==> src/rtl/cpu_ctrl_pkg.sv <==
// Shared Mini-SRC control definitions: opcodes, phase encoding, ALU one-hot bit indices.
// Latency: none (types and constants only).
// Backpressure: none.
package cpu_ctrl_pkg;

    localparam int FETCH_STEPS = 3;
    localparam int MAX_STEP    = 7;

    localparam logic [4:0] OP_LD   = 5'd0,  OP_LDI  = 5'd1,  OP_ST   = 5'd2,  OP_ADD  = 5'd3;
    localparam logic [4:0] OP_SUB  = 5'd4,  OP_AND  = 5'd5,  OP_OR   = 5'd6,  OP_ROR  = 5'd7;
    localparam logic [4:0] OP_ROL  = 5'd8,  OP_SHR  = 5'd9,  OP_SHRA = 5'd10, OP_SHL  = 5'd11;
    localparam logic [4:0] OP_ADDI = 5'd12, OP_ANDI = 5'd13, OP_ORI  = 5'd14, OP_MUL  = 5'd15;
    localparam logic [4:0] OP_DIV  = 5'd16, OP_NEG  = 5'd17, OP_NOT  = 5'd18, OP_BR   = 5'd19;
    localparam logic [4:0] OP_JR   = 5'd20, OP_JAL  = 5'd21, OP_IN   = 5'd22, OP_OUT  = 5'd23;
    localparam logic [4:0] OP_MFHI = 5'd24, OP_MFLO = 5'd25, OP_NOP  = 5'd26, OP_HALT = 5'd27;

    typedef enum logic [1:0] {PH_FETCH, PH_EXEC, PH_HALT} phase_e;

    localparam int ALU_W    = 13;
    localparam int ALU_AND  = 0,  ALU_OR   = 1,  ALU_NEG = 2,  ALU_NOT = 3,  ALU_SUB = 4;
    localparam int ALU_ADD  = 5,  ALU_MUL  = 6,  ALU_ROR = 7,  ALU_DIV = 8,  ALU_SHL = 9;
    localparam int ALU_SHR  = 10, ALU_SHRA = 11, ALU_ROL = 12;

    typedef struct packed {
        logic alu_reg, alu_imm, muldiv, unary, ld, ldi, st, br, jr, jal;
        logic io_in, io_out, mfhi, mflo, nop, halt, illegal;
    } iclass_t;

    typedef struct packed {
        logic PCout, PCin, IncPC, MARin, MDRin, MDRout, Read, Write;
        logic IRin, Yin, Zin, Zlowout, Zhighout, HIin, HIout, LOin, LOout;
        logic Gra, Grb, Grc, Rin, Rout, BAout, Cout, R15in, conIn, InPortout, outPortin;
        logic [ALU_W-1:0] alu_op;
    } strobe_t;

    function automatic logic [ALU_W-1:0] alu_onehot(input logic [4:0] op);
        logic [ALU_W-1:0] oh;
        oh = '0;
        case (op)
            OP_ADD, OP_ADDI: oh[ALU_ADD]  = 1'b1;
            OP_SUB:          oh[ALU_SUB]  = 1'b1;
            OP_AND, OP_ANDI: oh[ALU_AND]  = 1'b1;
            OP_OR,  OP_ORI:  oh[ALU_OR]   = 1'b1;
            OP_ROR:          oh[ALU_ROR]  = 1'b1;
            OP_ROL:          oh[ALU_ROL]  = 1'b1;
            OP_SHR:          oh[ALU_SHR]  = 1'b1;
            OP_SHRA:         oh[ALU_SHRA] = 1'b1;
            OP_SHL:          oh[ALU_SHL]  = 1'b1;
            OP_MUL:          oh[ALU_MUL]  = 1'b1;
            OP_DIV:          oh[ALU_DIV]  = 1'b1;
            OP_NEG:          oh[ALU_NEG]  = 1'b1;
            OP_NOT:          oh[ALU_NOT]  = 1'b1;
            default:         oh = '0;
        endcase
        return oh;
    endfunction

endpackage

==> src/rtl/control_sequencer_if.sv <==
// Sequencer <-> datapath signal bundle: ir/con/stop in, control strobes out.
// Latency: none (wires only).
// Backpressure: none; strobes are unconditional per cycle.
interface control_sequencer_if;
    logic [31:0] ir;
    logic        con, stop;
    logic        PCout, PCin, IncPC, MARin, MDRin, MDRout, Read, Write;
    logic        IRin, Yin, Zin, Zlowout, Zhighout, HIin, HIout, LOin, LOout;
    logic        Gra, Grb, Grc, Rin, Rout, BAout, Cout, R15in, conIn, InPortout, outPortin;
    logic [12:0] alu_op;
    logic        run;
`ifdef ILLEGAL_TRAP_EN
    logic        illegal;
`endif

    modport master (
        input  ir, con, stop,
        output PCout, PCin, IncPC, MARin, MDRin, MDRout, Read, Write,
        output IRin, Yin, Zin, Zlowout, Zhighout, HIin, HIout, LOin, LOout,
        output Gra, Grb, Grc, Rin, Rout, BAout, Cout, R15in, conIn, InPortout, outPortin,
`ifdef ILLEGAL_TRAP_EN
        output illegal,
`endif
        output alu_op, run
    );

    modport slave (
        output ir, con, stop,
        input  PCout, PCin, IncPC, MARin, MDRin, MDRout, Read, Write,
        input  IRin, Yin, Zin, Zlowout, Zhighout, HIin, HIout, LOin, LOout,
        input  Gra, Grb, Grc, Rin, Rout, BAout, Cout, R15in, conIn, InPortout, outPortin,
`ifdef ILLEGAL_TRAP_EN
        input  illegal,
`endif
        input  alu_op, run
    );
endinterface

==> src/rtl/opcode_decoder.sv <==
// Maps the 5-bit opcode to a one-hot instruction class.
// Latency: combinational. Backpressure: none.
module opcode_decoder
    import cpu_ctrl_pkg::*;
(
    input  logic [4:0] opcode,
    output iclass_t    cls
);
    always_comb begin
        cls = '0;
        case (opcode)
            OP_ADD, OP_SUB, OP_AND, OP_OR, OP_ROR, OP_ROL,
            OP_SHR, OP_SHRA, OP_SHL:   cls.alu_reg = 1'b1;
            OP_ADDI, OP_ANDI, OP_ORI:  cls.alu_imm = 1'b1;
            OP_MUL, OP_DIV:            cls.muldiv  = 1'b1;
            OP_NEG, OP_NOT:            cls.unary   = 1'b1;
            OP_LD:                     cls.ld      = 1'b1;
            OP_LDI:                    cls.ldi     = 1'b1;
            OP_ST:                     cls.st      = 1'b1;
            OP_BR:                     cls.br      = 1'b1;
            OP_JR:                     cls.jr      = 1'b1;
            OP_JAL:                    cls.jal     = 1'b1;
            OP_IN:                     cls.io_in   = 1'b1;
            OP_OUT:                    cls.io_out  = 1'b1;
            OP_MFHI:                   cls.mfhi    = 1'b1;
            OP_MFLO:                   cls.mflo    = 1'b1;
            OP_NOP:                    cls.nop     = 1'b1;
            OP_HALT:                   cls.halt    = 1'b1;
            default:                   cls.illegal = 1'b1;
        endcase
    end
endmodule

==> src/rtl/control_sequencer.sv <==
// Mini-SRC hardwired control: fetch/decode/execute FSM, one micro-step per clock (ILLEGAL_TRAP_EN traps opcodes 28-31).
// Latency: strobes are combinational from {phase, step}, ir and con; state advances every clock.
// Backpressure: none; stop is honoured only at the instruction boundary, HALT exits only via clr.
module control_sequencer
    import cpu_ctrl_pkg::*;
(
    input  logic                 clk,
    input  logic                 clr,
    control_sequencer_if.master  bus
);
    phase_e   phase_q, phase_d;
    logic [2:0] step_q, step_d, last_step;
    iclass_t  cls;
    strobe_t  s, so;
    logic [ALU_W-1:0] op_alu, add_oh;

    opcode_decoder u_dec (.opcode(bus.ir[31:27]), .cls(cls));

    assign op_alu = alu_onehot(bus.ir[31:27]);
    assign add_oh = alu_onehot(OP_ADD);

    always_comb begin
        last_step = 3'd3;
        if (cls.alu_reg || cls.alu_imm || cls.ldi) last_step = 3'd5;
        else if (cls.muldiv || cls.br)             last_step = 3'd6;
        else if (cls.unary || cls.jal)             last_step = 3'd4;
        else if (cls.ld || cls.st)                 last_step = 3'd7;
    end

`ifdef ILLEGAL_TRAP_EN
    logic illegal_q, illegal_d;
`endif

    always_comb begin
        phase_d = phase_q;
        step_d  = step_q;
`ifdef ILLEGAL_TRAP_EN
        illegal_d = illegal_q;
`endif
        case (phase_q)
            PH_FETCH: begin
                if (step_q == 3'(FETCH_STEPS - 1)) phase_d = PH_EXEC;
                step_d = step_q + 3'd1;
            end
            PH_EXEC: begin
                if (step_q == last_step || step_q == 3'(MAX_STEP)) begin
                    step_d = 3'd0;
                    if (cls.halt)      phase_d = PH_HALT;
`ifdef ILLEGAL_TRAP_EN
                    else if (cls.illegal) begin
                        phase_d   = PH_HALT;
                        illegal_d = 1'b1;
                    end
`endif
                    else if (bus.stop) phase_d = PH_HALT;
                    else               phase_d = PH_FETCH;
                end else begin
                    step_d = step_q + 3'd1;
                end
            end
            default: begin
                phase_d = PH_HALT;
                step_d  = step_q;
            end
        endcase
    end

    always_ff @(posedge clk or negedge clr) begin
        if (!clr) begin
            phase_q <= PH_FETCH;
            step_q  <= 3'd0;
`ifdef ILLEGAL_TRAP_EN
            illegal_q <= 1'b0;
`endif
        end else begin
            phase_q <= phase_d;
            step_q  <= step_d;
`ifdef ILLEGAL_TRAP_EN
            illegal_q <= illegal_d;
`endif
        end
    end

    always_comb begin
        s = '0;
        if (phase_q == PH_FETCH) begin
            case (step_q)
                3'd0: begin s.PCout = 1'b1; s.MARin = 1'b1; s.IncPC = 1'b1; s.Zin = 1'b1; end
                3'd1: begin s.Zlowout = 1'b1; s.PCin = 1'b1; s.Read = 1'b1; s.MDRin = 1'b1; end
                3'd2: begin s.MDRout = 1'b1; s.IRin = 1'b1; end
                default: ;
            endcase
        end else if (phase_q == PH_EXEC) begin
            if (cls.alu_reg || cls.alu_imm) begin
                case (step_q)
                    3'd3: begin s.Grb = 1'b1; s.Rout = 1'b1; s.Yin = 1'b1; end
                    3'd4: begin
                        s.Grc = cls.alu_reg; s.Rout = cls.alu_reg; s.Cout = cls.alu_imm;
                        s.alu_op = op_alu; s.Zin = 1'b1;
                    end
                    3'd5: begin s.Zlowout = 1'b1; s.Gra = 1'b1; s.Rin = 1'b1; end
                    default: ;
                endcase
            end else if (cls.muldiv) begin
                case (step_q)
                    3'd3: begin s.Gra = 1'b1; s.Rout = 1'b1; s.Yin = 1'b1; end
                    3'd4: begin s.Grb = 1'b1; s.Rout = 1'b1; s.alu_op = op_alu; s.Zin = 1'b1; end
                    3'd5: begin s.Zlowout = 1'b1; s.LOin = 1'b1; end
                    3'd6: begin s.Zhighout = 1'b1; s.HIin = 1'b1; end
                    default: ;
                endcase
            end else if (cls.unary) begin
                case (step_q)
                    3'd3: begin s.Grb = 1'b1; s.Rout = 1'b1; s.alu_op = op_alu; s.Zin = 1'b1; end
                    3'd4: begin s.Zlowout = 1'b1; s.Gra = 1'b1; s.Rin = 1'b1; end
                    default: ;
                endcase
            end else if (cls.ld || cls.ldi || cls.st) begin
                // Effective address (base + C) is shared by all three memory forms.
                case (step_q)
                    3'd3: begin s.Grb = 1'b1; s.BAout = 1'b1; s.Yin = 1'b1; end
                    3'd4: begin s.Cout = 1'b1; s.alu_op = add_oh; s.Zin = 1'b1; end
                    3'd5: begin s.Zlowout = 1'b1; s.Gra = cls.ldi; s.Rin = cls.ldi; s.MARin = !cls.ldi; end
                    3'd6: begin
                        s.Read = cls.ld; s.MDRin = 1'b1; s.Gra = cls.st; s.Rout = cls.st;
                    end
                    3'd7: begin
                        s.MDRout = cls.ld; s.Gra = cls.ld; s.Rin = cls.ld; s.Write = cls.st;
                    end
                    default: ;
                endcase
            end else if (cls.br) begin
                case (step_q)
                    3'd3: begin s.Gra = 1'b1; s.Rout = 1'b1; s.conIn = 1'b1; end
                    3'd4: begin s.PCout = 1'b1; s.Yin = 1'b1; end
                    3'd5: begin s.Cout = 1'b1; s.alu_op = add_oh; s.Zin = 1'b1; end
                    3'd6: begin s.Zlowout = bus.con; s.PCin = bus.con; end
                    default: ;
                endcase
            end else if (cls.jr) begin
                if (step_q == 3'd3) begin s.Gra = 1'b1; s.Rout = 1'b1; s.PCin = 1'b1; end
            end else if (cls.jal) begin
                if (step_q == 3'd3) begin s.PCout = 1'b1; s.R15in = 1'b1; end
                if (step_q == 3'd4) begin s.Gra = 1'b1; s.Rout = 1'b1; s.PCin = 1'b1; end
            end else if (cls.nop || cls.halt || cls.illegal) begin
                s = '0;
            end else if (step_q == 3'd3) begin
                s.Gra       = 1'b1;
                s.Rin       = cls.io_in || cls.mfhi || cls.mflo;
                s.Rout      = cls.io_out;
                s.InPortout = cls.io_in;
                s.outPortin = cls.io_out;
                s.HIout     = cls.mfhi;
                s.LOout     = cls.mflo;
            end
        end
    end

    assign so = clr ? s : '0;

    assign bus.PCout = so.PCout;     assign bus.PCin = so.PCin;       assign bus.IncPC = so.IncPC;
    assign bus.MARin = so.MARin;     assign bus.MDRin = so.MDRin;     assign bus.MDRout = so.MDRout;
    assign bus.Read = so.Read;       assign bus.Write = so.Write;     assign bus.IRin = so.IRin;
    assign bus.Yin = so.Yin;         assign bus.Zin = so.Zin;         assign bus.Zlowout = so.Zlowout;
    assign bus.Zhighout = so.Zhighout; assign bus.HIin = so.HIin;     assign bus.HIout = so.HIout;
    assign bus.LOin = so.LOin;       assign bus.LOout = so.LOout;     assign bus.Gra = so.Gra;
    assign bus.Grb = so.Grb;         assign bus.Grc = so.Grc;         assign bus.Rin = so.Rin;
    assign bus.Rout = so.Rout;       assign bus.BAout = so.BAout;     assign bus.Cout = so.Cout;
    assign bus.R15in = so.R15in;     assign bus.conIn = so.conIn;     assign bus.InPortout = so.InPortout;
    assign bus.outPortin = so.outPortin;
    assign bus.alu_op = so.alu_op;
    assign bus.run = clr && (phase_q != PH_HALT);
`ifdef ILLEGAL_TRAP_EN
    assign bus.illegal = illegal_q;
`endif

endmodule

==> src/flat_wrapper.sv <==
// flat-port wrapper written by rule: the top's interface ports become plain ports
module control_sequencer_flat import cpu_ctrl_pkg::*;
  (clk, clr, bus_ir, bus_con, bus_stop, bus_PCout, bus_PCin, bus_IncPC, bus_MARin, bus_MDRin, bus_MDRout, bus_Read, bus_Write, bus_IRin, bus_Yin, bus_Zin, bus_Zlowout, bus_Zhighout, bus_HIin, bus_HIout, bus_LOin, bus_LOout, bus_Gra, bus_Grb, bus_Grc, bus_Rin, bus_Rout, bus_BAout, bus_Cout, bus_R15in, bus_conIn, bus_InPortout, bus_outPortin, bus_alu_op, bus_run);
  control_sequencer_if bus_i ();
  input  logic clk;
  input  logic clr;
  input wire logic [$bits(bus_i.ir)-1:0] bus_ir;
  input wire logic [$bits(bus_i.con)-1:0] bus_con;
  input wire logic [$bits(bus_i.stop)-1:0] bus_stop;
  output wire logic [$bits(bus_i.PCout)-1:0] bus_PCout;
  output wire logic [$bits(bus_i.PCin)-1:0] bus_PCin;
  output wire logic [$bits(bus_i.IncPC)-1:0] bus_IncPC;
  output wire logic [$bits(bus_i.MARin)-1:0] bus_MARin;
  output wire logic [$bits(bus_i.MDRin)-1:0] bus_MDRin;
  output wire logic [$bits(bus_i.MDRout)-1:0] bus_MDRout;
  output wire logic [$bits(bus_i.Read)-1:0] bus_Read;
  output wire logic [$bits(bus_i.Write)-1:0] bus_Write;
  output wire logic [$bits(bus_i.IRin)-1:0] bus_IRin;
  output wire logic [$bits(bus_i.Yin)-1:0] bus_Yin;
  output wire logic [$bits(bus_i.Zin)-1:0] bus_Zin;
  output wire logic [$bits(bus_i.Zlowout)-1:0] bus_Zlowout;
  output wire logic [$bits(bus_i.Zhighout)-1:0] bus_Zhighout;
  output wire logic [$bits(bus_i.HIin)-1:0] bus_HIin;
  output wire logic [$bits(bus_i.HIout)-1:0] bus_HIout;
  output wire logic [$bits(bus_i.LOin)-1:0] bus_LOin;
  output wire logic [$bits(bus_i.LOout)-1:0] bus_LOout;
  output wire logic [$bits(bus_i.Gra)-1:0] bus_Gra;
  output wire logic [$bits(bus_i.Grb)-1:0] bus_Grb;
  output wire logic [$bits(bus_i.Grc)-1:0] bus_Grc;
  output wire logic [$bits(bus_i.Rin)-1:0] bus_Rin;
  output wire logic [$bits(bus_i.Rout)-1:0] bus_Rout;
  output wire logic [$bits(bus_i.BAout)-1:0] bus_BAout;
  output wire logic [$bits(bus_i.Cout)-1:0] bus_Cout;
  output wire logic [$bits(bus_i.R15in)-1:0] bus_R15in;
  output wire logic [$bits(bus_i.conIn)-1:0] bus_conIn;
  output wire logic [$bits(bus_i.InPortout)-1:0] bus_InPortout;
  output wire logic [$bits(bus_i.outPortin)-1:0] bus_outPortin;
  output wire logic [$bits(bus_i.alu_op)-1:0] bus_alu_op;
  output wire logic [$bits(bus_i.run)-1:0] bus_run;
  assign bus_i.ir = bus_ir;
  assign bus_i.con = bus_con;
  assign bus_i.stop = bus_stop;
  assign bus_PCout = bus_i.PCout;
  assign bus_PCin = bus_i.PCin;
  assign bus_IncPC = bus_i.IncPC;
  assign bus_MARin = bus_i.MARin;
  assign bus_MDRin = bus_i.MDRin;
  assign bus_MDRout = bus_i.MDRout;
  assign bus_Read = bus_i.Read;
  assign bus_Write = bus_i.Write;
  assign bus_IRin = bus_i.IRin;
  assign bus_Yin = bus_i.Yin;
  assign bus_Zin = bus_i.Zin;
  assign bus_Zlowout = bus_i.Zlowout;
  assign bus_Zhighout = bus_i.Zhighout;
  assign bus_HIin = bus_i.HIin;
  assign bus_HIout = bus_i.HIout;
  assign bus_LOin = bus_i.LOin;
  assign bus_LOout = bus_i.LOout;
  assign bus_Gra = bus_i.Gra;
  assign bus_Grb = bus_i.Grb;
  assign bus_Grc = bus_i.Grc;
  assign bus_Rin = bus_i.Rin;
  assign bus_Rout = bus_i.Rout;
  assign bus_BAout = bus_i.BAout;
  assign bus_Cout = bus_i.Cout;
  assign bus_R15in = bus_i.R15in;
  assign bus_conIn = bus_i.conIn;
  assign bus_InPortout = bus_i.InPortout;
  assign bus_outPortin = bus_i.outPortin;
  assign bus_alu_op = bus_i.alu_op;
  assign bus_run = bus_i.run;
  control_sequencer u_core (.clk(clk), .clr(clr), .bus(bus_i));
endmodule
==> config.mk <==
export PLATFORM = sky130hd
export DESIGN_NAME = control_sequencer_flat
export DESIGN_NICKNAME = d
export VERILOG_FILES = /design/src/rtl/cpu_ctrl_pkg.sv /design/src/rtl/control_sequencer_if.sv /design/src/rtl/opcode_decoder.sv /design/src/rtl/control_sequencer.sv /design/src/flat_wrapper.sv
export SDC_FILE = /design/constraint.sdc
export NUM_CORES = 1
export LEC_CHECK = 0
export ABC_AREA = 1
export CAP_MARGIN = 20
export CORE_AREA = 2 2 46 90
export DETAILED_ROUTE_END_ITERATION = 10
export DIE_AREA = 0 0 48 92
export PLACE_DENSITY = 0.82
export RECOVER_POWER = 50
export SETUP_SLACK_MARGIN = 0.05
export SKIP_LAST_GASP = 1
export SLEW_MARGIN = 20
export SYNTH_ARGS = -nofsm -noshare
export SYNTH_HDL_FRONTEND = slang
export SYNTH_SLANG_ARGS = --single-unit
==> constraint.sdc <==
create_clock -name clk -period 2.7 [get_ports clk]
set_clock_uncertainty 0.15 [all_clocks]
set_input_delay 0.405 -clock clk [delete_from_list [all_inputs] [get_ports clk]]
set_output_delay 0.405 -clock clk [all_outputs]
set_load 0.02 [all_outputs]
==> impl_metrics.ini <==
[run_status]
status = complete, no violations

[detailed_routing]
drt_iter0_drc = 127
drtAntennaViolNets = 0
routed_wl_um = 7605
first_pass_iters = 5
routed_via_density = 5.654
drc = 0
vias = 2454
wire_per_inst_um = 17.52

[sta]
worstMarginPinSlew_ns = 0.4454
rsz0062_at_grt = true
min_period_ns = 2.692
max_freq_ghz = 0.3715
min_period_over_period = 0.9969
hold_slack_ns = 0.3466
setup_viol_count_final = 0
report.final.slew_viol_count = 0
hold_viol_final = 0
relSlewSlack = 0.7017

[synthesis]
yosysTopAreaCell = nand2_1
syn_avg_cell_area_um2 = 6.087
synth_compound_area_frac = 0.1865
synth_top_area_frac = 0.1093
ys.warnings.count = 0
synth-xor-area-share = 0.01127
synth_fa_ha_area_frac = 0.05204
synth_mux_area_frac = 0
synth_top_family_by_area = simple AND/OR/NAND/NOR gates
synth_seq_area_share = 0.08673
async_reset_ff_frac = 1.000
synth_cell_types = 40
ys_ff_latch = 5
synth.net_count = 279
synthTopCellsByArea = nand2_1, dfrtp_1, nand3_1
synth-edff-count = 0
syn_inst = 237
syn_area_um2 = 1443
synth_top_cells_by_count = nand2_1, nor2_1, inv_1
yosysMostFrequentCell = nand2_1
synth_flop_cell = dfrtp_1
synth-simple-area-share = 0.5403

[global_routing]
antenna_found_initial = 0
grt_pass1_wl_um = 11500
grt_pass1_vias = 2492
grt_max_degree = 15
track_usage = 0.3591
grt-ovfl-total = 0

[critical_path]
cp_max_fo = 4
cp_num_buf_inv = 6
worst_setup_path_start_kind = primary input
cp.required_ns = 2.14
rr_worst_depth = 9
slowest_delay_ns = 0.21
cp_top_family = buffers and inverters
worstSetupPathDepth = 13
path_cells = clkbuf_2 > buf_6 > buf_4 > nand2_2 > inv_2 > nand3_1 > buf_4 > nand2_1 > o21ai_0 > o21ai_0 > nand2_1 > a21oi_1 > buf_4
end_kind = output pin
cpMaxStageDelayCell = o21ai_0
crit_type = primary input to output pin
cp.arrival_ns = 2.14
critPathMostFrequentCell = buf_4

[floorplan]
dieWidth_um = 48
pin_count = 78
die_area_um2 = 4416
die_y_um = 92
rows = 32
core_um2 = 3804
start_util = 0.3793

[clock_network]
clk_latency_ns = 0.23
tritoncts = done
holdBufCountCts = 0
cts.clk_slew.worst_paths_ns = 0.03
cts.sinks = 5
clockRootBuffer = clkbuf_8
htreeDepth = 1
cts_buffer_depth = 2
cts_inserted_buffers = 3

[pwr]
finalPower_mw = 1.089
leakage_nw = 1.388
vdd_drop_max_v = 0.0004706
powerDensity_nw_per_um2 = 383.5

[final_layout]
area_growth_pct = 96.79
num_antenna_cells = 0
drive_gt1_frac = 0.5065
finish.net_count = 426

[place]
port-buffer-count = 50
gp_congestion = 1.004
hpwl_um = 5467

[min_path]
hold_path_class = primary input to async pin

[run]
cap_violations = 0
[placed cells by master, fill, tap and decap left out, types with 4 or more instances in the layout]
cell	Yosys	final
a21oi_1	8	6
a31oi_1	4	4
buf_2	0	10
buf_4	4	97
buf_6	0	7
clkbuf_1	1	4
clkbuf_2	1	5
clkdlybuf4s15_2	0	5
dfrtp_1	5	5
dlygate4sd2_1	0	12
ha_1	6	5
inv_1	25	22
inv_2	7	7
inv_4	1	4
nand2_1	42	42
nand2_2	8	7
nand2_4	5	5
nand3_1	21	16
nand3_2	6	6
nand3_4	0	5
nand4_1	5	5
nor2_1	28	26
nor2_2	4	5
nor2_4	6	7
nor3_1	7	5
o21ai_0	15	10
o21ai_1	0	4
[stage by stage]
stage | setup slack [ns] | TNS (ns) | util | instance area (um2) | instances
after floorplan | 0.2309 | 0 | - | 1443 | 237
after global placement | -0.6933 | -18.58 | 0.6885 | 2619 | 417
after detailed placement | -0.7380 | -20.43 | 0.6885 | 2619 | 417
after CTS | 0.02337 | 0 | 0.7293 | 2774 | 429
after global routing | -0.1405 | -0.2492 | 0.7464 | 2839 | 434
final | 0.008420 | 0 | 0.7464 | 2839 | 434
[cells by family (layout without fill, tap and decap cells)]
logic type,after synthesis,in the layout
AOI/OAI and AO/OA,43,43
DFF,5,5
and+or+nand+nor,141,141
adders and majority gates,6,6
buffers and inverters,41,187
xor gates and xnor gates,1,1
[path summary, 6_finish.rpt]
| kind | from | to | slack, ns |
|---|---|---|---|
| setup / recovery | bus_ir[27] | bus_Gra | 0.008 |
| hold / removal | clr | u_core.phase_q[0]$_DFFE_PN0P_ | 0.35 |
| setup reg to reg | u_core.step_q[1]$_DFFE_PN0P_ | u_core.step_q[1]$_DFFE_PN0P_ | 1.00 |
| hold reg to reg | u_core.step_q[0]$_DFFE_PN0P_ | u_core.step_q[0]$_DFFE_PN0P_ | 0.49 |
| max in group asynchronous | clr | u_core.step_q[1]$_DFFE_PN0P_ | 1.93 |
| min in group clk | u_core.step_q[0]$_DFFE_PN0P_ | u_core.step_q[0]$_DFFE_PN0P_ | 0.49 |
[state kept, by name, summed over array words and instances (netlist names)]
name            flops
u_core.step_q       3
u_core.phase_q      2
[worst register-to-register path: cells and delay by family (launching register included)]
family	cells	cell delay, ns
adder cells (fa/ha/maj)	2	0.43
flip-flops	1	0.41
buffers and inverters	3	0.34
AND/OR/NAND/NOR	4	0.31
[routing by layer]
layer  global-route usage  share of wire
met1               0.3027           0.30
met4               0.2725          0.095
met2               0.6100           0.55
met3               0.1280          0.060
met5                    0              0
[layout make-up]
cell class,count,area (um2)
sequential,5,125.1
timing repair buffer,148,1152
tap,51,63.81
multi-input combinational,191,1299
clock buffer,4,45.04
inverter,35,153.9
fill,265,964.7
[where the power goes]
part | switching (mW) | internal, mW | total [mW]
registers | 0.0297 | 0.102 | 0.131
logic | 0.461 | 0.356 | 0.816
clock network | 0.0398 | 0.102 | 0.141
[repair_timing]
action,CTS,global route
endpoints found under the setup margin,39,29
setup buffers,8,5
gates resized for setup,162,40
pin swaps,13,9
Note: power is estimated with default switching activity, not from simulation.
